File: src/rtl/vedic_mul_8bit_seq.sv
// Sequential 8x8 unsigned multiplier: a single 4x4 Vedic core is time-shared across the
// four nibble partial products, which are shifted and summed into a 16-bit accumulator.

module vedic_mul_4bit (
    input  logic [3:0] x,
    input  logic [3:0] y,
    output logic [7:0] prod
);

    // Urdhva-tiryagbhyam 2x2 cell built from AND terms and half adders.
    function automatic logic [3:0] vedic_2x2(input logic [1:0] u, input logic [1:0] v);
        logic       c1;
        logic [3:0] r;
        r[0] = u[0] & v[0];
        r[1] = (u[1] & v[0]) ^ (u[0] & v[1]);
        c1   = (u[1] & v[0]) & (u[0] & v[1]);
        r[2] = c1 ^ (u[1] & v[1]);
        r[3] = c1 & u[1] & v[1];
        return r;
    endfunction

    logic [3:0] q0, q1, q2, q3;
    logic [4:0] cross_sum;

    assign q0 = vedic_2x2(x[1:0], y[1:0]);
    assign q1 = vedic_2x2(x[3:2], y[1:0]);
    assign q2 = vedic_2x2(x[1:0], y[3:2]);
    assign q3 = vedic_2x2(x[3:2], y[3:2]);

    assign cross_sum = {1'b0, q1} + {1'b0, q2};
    assign prod      = {q3, q0} + {1'b0, cross_sum, 2'b00};

endmodule

module vedic_mul_8bit_seq #(
    parameter bit ZERO_BYPASS = 1'b1
) (
    input  logic        clk,
    input  logic        rst_n,
    input  logic        start_valid,
    output logic        start_ready,
    input  logic [7:0]  a,
    input  logic [7:0]  b,
    output logic        out_valid,
    input  logic        out_ready,
    output logic [15:0] p,
    output logic        busy
);

    typedef enum logic [1:0] {StIdle, StMul, StDone} state_e;

    state_e      state_q;
    logic [1:0]  step_q;
    logic [7:0]  a_q, b_q;
    logic [15:0] acc_q;

    logic [3:0]  mul_x, mul_y;
    logic [7:0]  pp;
    logic [15:0] pp_shifted;

    vedic_mul_4bit u_core (
        .x    (mul_x),
        .y    (mul_y),
        .prod (pp)
    );

    // Step selects which nibble pair feeds the core and how far its product is weighted.
    always_comb begin
        mul_x      = a_q[3:0];
        mul_y      = b_q[3:0];
        pp_shifted = {8'h00, pp};
        unique case (step_q)
            2'd0: begin
                mul_x      = a_q[3:0];
                mul_y      = b_q[3:0];
                pp_shifted = {8'h00, pp};
            end
            2'd1: begin
                mul_x      = a_q[7:4];
                mul_y      = b_q[3:0];
                pp_shifted = {4'h0, pp, 4'h0};
            end
            2'd2: begin
                mul_x      = a_q[3:0];
                mul_y      = b_q[7:4];
                pp_shifted = {4'h0, pp, 4'h0};
            end
            2'd3: begin
                mul_x      = a_q[7:4];
                mul_y      = b_q[7:4];
                pp_shifted = {pp, 8'h00};
            end
        endcase
    end

    always_ff @(posedge clk or negedge rst_n) begin
        if (!rst_n) begin
            state_q <= StIdle;
            step_q  <= 2'd0;
            a_q     <= 8'h00;
            b_q     <= 8'h00;
            acc_q   <= 16'h0000;
        end else begin
            case (state_q)
                StIdle: begin
                    if (start_valid) begin
                        a_q    <= a;
                        b_q    <= b;
                        acc_q  <= 16'h0000;
                        step_q <= 2'd0;
                        if (ZERO_BYPASS && (a == 8'h00 || b == 8'h00)) begin
                            state_q <= StDone;
                        end else begin
                            state_q <= StMul;
                        end
                    end
                end
                StMul: begin
                    acc_q  <= acc_q + pp_shifted;
                    step_q <= step_q + 2'd1;
                    if (step_q == 2'd3) begin
                        state_q <= StDone;
                    end
                end
                StDone: begin
                    if (out_ready) begin
                        state_q <= StIdle;
                    end
                end
                default: state_q <= StIdle;
            endcase
        end
    end

    assign start_ready = (state_q == StIdle);
    assign busy        = (state_q != StIdle);
    assign out_valid   = (state_q == StDone);
    assign p           = acc_q;

endmodule

File: config.mk
export PLATFORM = sky130hd
export DESIGN_NAME = vedic_mul_8bit_seq
export DESIGN_NICKNAME = d
export VERILOG_FILES = /design/src/rtl/vedic_mul_8bit_seq.sv
export SDC_FILE = /design/constraint.sdc
export NUM_CORES = 1
export LEC_CHECK = 0
export BUFFER_PORTS_ARGS = -buffer_cell sky130_fd_sc_hd__buf_2
export CAP_MARGIN = 0
export CORE_ASPECT_RATIO = 1.75
export CORE_MARGIN = 5
export CORE_UTILIZATION = 53
export CTS_CLUSTER_SIZE = 24
export DETAILED_ROUTE_END_ITERATION = 16
export PLACE_DENSITY = 0.77
export SLEW_MARGIN = 25
export SYNTH_ARGS = -nofsm -noshare
export SYNTH_HDL_FRONTEND = slang
export SYNTH_SLANG_ARGS = --single-unit
File: constraint.sdc
create_clock -name clk -period 5.25 [get_ports clk]
set_input_delay 0.525 -clock clk [delete_from_list [all_inputs] [get_ports clk]]
set_output_delay 0.525 -clock clk [all_outputs]
set_load 0.005 [all_outputs]
==> flow_summary_export.csv <==
group,metric,value,unit
run,maxCapViolCount,0,
yosys,synth_top_area_share,31.90,%
grt,overflow,0,
die,io_pins,39,
drt,drt_pass1_iterations,4,
drt,post_drt_wl_per_cell,16.93,um
cts,cts_buffers,5,
drt,vias,2552,
yosys,synthesis.nets,357,
worst_setup_path,startpoint_type,"register",
worst_setup_path,crit_fanout,5,
worst_setup_path,critPathMaxStageDelay,0.53,ns
grt,grt_pass1_wl,11.41,mm
timing,period_minus_slack,5.104,ns
worst_setup_path,crit_required,5.50,ns
cts,cts_tree,"yes",
die,start_util,54.19,%
yosys,syn_avg_cell_area,9.351,sq um
drt,drt_wl_total,7.146,mm
worst_setup_path,critPathCaptureType,"register",
die,die_area,6946,sq um
worst_setup_path,r2r_end,"p[15]",
drt,drtIter0Drc,115,
finish,fillers,418,
finish,final_util,66.70,%
die,core_area,5211,sq um
yosys,ys_async_sr_fraction,100.0,%
grt,grt_max_degree,37,
yosys,ys.flop_type,"dfrtp_1",
placement,io_buffers,38,
placement,place_area,3188,sq um
placement,placed_cells,406,
worst_setup_path,r2r_slack,0.15,ns
yosys,yosys_warnings,0,
yosys,seq_area_frac_synth,31.90,%
worst_hold_path,hold_class,"in2async",
grt,grt_pass1_vias,2572,
placement,post-dp-hpwl,5.387,mm
yosys,synth_cell_types,42,
worst_setup_path,r2r_cells,21,
timing,maxSlewHeadroom,45.37,%
yosys,synth_edf_count,0,
grt,antenna_found_initial,0,
finish,final_area,3476,sq um
cts,htree_levels,2,
timing,worstMarginPinSlew,0.8195,ns
timing,final_max_slew_viol_count,0,
yosys,yosysTopAreaCell,"dfrtp_1",
timing,final-hold-violation-count,0,
drt,drcViolationCount,0,
placement,place_congestion,0.9223,
die,rows,35,
cts,cts_sinks,36,
worst_setup_path,reg2reg_from,"step_q[0]",
worst_setup_path,cp_cell_sequence,"ha_4 -> nor2_4 -> mux2i_2 -> nor2_1 -> ha_1 -> inv_1 -> fa_1 -> inv_1 -> ha_4 -> a21o_1 -> a21oi_1 -> xor2_1 -> o21ai_1 -> ha_1 -> and2_4 -> and3_4 -> nand3_2 -> a311o_1 -> o211a_1 -> or4_1 -> nand3_1",
finish,instances_no_fill,422,
drt,ant_nets,0,
worst_setup_path,cp.arrival,5.36,ns
die,fp.dieH,106.6,um
worst_setup_path,crit_family,"adder cells",
finish,diodes,0,
cts,cts.hold.buffers_added,0,
timing,post-route-period-util,97.22,%
timing,setup_violations,0,
yosys,netlist_area,2824,sq um
timing,finClkSkew,0.01802,ns
yosys,netlist_instances,302,
worst_setup_path,path_class,"reg2reg",
die,die_width,65.18,um
cts,clk_latency,0.31,ns
drt,vias_per_cell,6.047,
worst_setup_path,crit_buf_inv,2,
cts,clockBufferDepth,2,
worst_setup_path,crit_slowest_cell,"fa_1",
yosys,synthTopCellsByArea,"dfrtp_1 (32%), ha_1 (14%), mux2_2 (6.4%)",
timing,fmax,0.1959,GHz
finish,drive_above_1_share,32.43,%
grt,grtUsageTotal,21.22,%
finish,syn2layout_area_growth,23.08,%
cts,clk_pin_slew,0.09,ns
outcome,status,"finished, final reports clean",
cts,root_buffer,"clkbuf_8",
finish,fin_nets,421,
yosys,ys_ff_latch,36,
flip-flops by register name (all words and copies together), names as in the netlist:
| name | count |
|---|---|
| p | 16 |
| a_q | 8 |
| b_q | 8 |
| state_q | 2 |
| step_q | 2 |
through the flow:
step / hold WS [ns] / setup slack (ns) / TNS [ns]
6_report: 0.2985 / 0.1461 / 0
3_3_place_gp: 0.4907 / 0.1235 / 0
3_5_place_dp: 0.4966 / 0.001968 / 0
4_1_cts: 0.3269 / 0.02453 / 0
5_1_grt: 0.3701 / -0.03261 / -0.03261
2_1_floorplan: 0.2294 / 0.1432 / 0
worst max path at each step:
stage                     slack (ns)    end  cells past startpoint  startpoint
after CTS                       0.02  p[15]                     22   step_q[0]
after detailed placement       0.002  p[15]                     21   step_q[0]
final                           0.15  p[15]                     21   step_q[0]
after floorplan                 0.14  p[15]                     21   step_q[0]
after global placement          0.12  p[15]                     21   step_q[0]
after global routing           -0.03  p[15]                     22   step_q[0]
synth_stat cells (4+ instances only):
library cell and count:
and2_1 9, inv_1 12, xor2_1 10, nor2_1 28, o22ai_1 4, nor2b_1 4
xnor2_1 10, mux2_2 16, mux2i_1 7, a21o_1 13, nand3_1 7, a211oi_1 5
dfrtp_1 36, o21ai_0 21, a21oi_1 16, o21bai_1 4, clkbuf_1 5, ha_1 32
nand2_1 26
cells by family after synthesis:
group | after synthesis | synth area share (%)
buffers and inverters | 19 | 2.525
flip-flops | 36 | 31.90
AND/OR/NAND/NOR | 88 | 15.11
AO/OA/AOI/OAI | 79 | 18.12
multiplexers | 25 | 9.836
adder cells (fa/ha/maj) | 35 | 16.30
XOR/XNOR | 20 | 6.203
metal layers:
metal | vias to the layer above | wire, um | global-route usage [%] | part of all wire (%)
li1 | 1219 | - | - | -
met1 | 1224 | 2441 | 19.93 | 34
met2 | 80 | 4037 | 40.32 | 56
met3 | 29 | 341 | 3.911 | 4.8
met4 | 0 | 325 | 13.06 | 4.5
met5 | - | 0 | 0 | 0
cell usage in the layout, fill, tap and decap left out, types with 4 or more instances in the layout:
cell type | synthesis | routed
mux2i_2 | 2 | 4
buf_4 | 0 | 25
ha_1 | 32 | 26
xnor2_1 | 10 | 9
xor2_1 | 10 | 10
o21bai_1 | 4 | 4
nand3_1 | 7 | 5
nor2b_1 | 4 | 4
inv_1 | 12 | 11
mux2_2 | 16 | 16
o21ai_1 | 1 | 4
ha_4 | 0 | 4
a21oi_1 | 16 | 14
dfrtp_1 | 36 | 34
nor2_1 | 28 | 27
buf_2 | 0 | 38
clkbuf_8 | 0 | 5
and2_1 | 9 | 7
a211oi_1 | 5 | 4
mux2i_1 | 7 | 4
a21o_1 | 13 | 13
nand2_1 | 26 | 26
o22ai_1 | 4 | 4
o21ai_0 | 21 | 17
final cells by class:
cell class / instances / area [sq um] / share of cell area, %
multi-input cells: 247 / 1989 / 57.24
flip-flops and latches: 36 / 903.4 / 25.99
repair buffers: 63 / 377.9 / 10.87
clock buffers: 5 / 68.82 / 1.980
well taps: 55 / 68.82 / 1.980
inverters: 13 / 48.80 / 1.404
clock inverters: 3 / 18.77 / 0.5400
repair_timing:
action	in CTS	in global routing
pin swaps	0	20
setup endpoints to repair	1	5
setup buffers	0	8
gates resized for setup	1	31
Power is not shown: default switching activity piles up to over one toggle a cycle in this logic, so the estimate is an artifact.
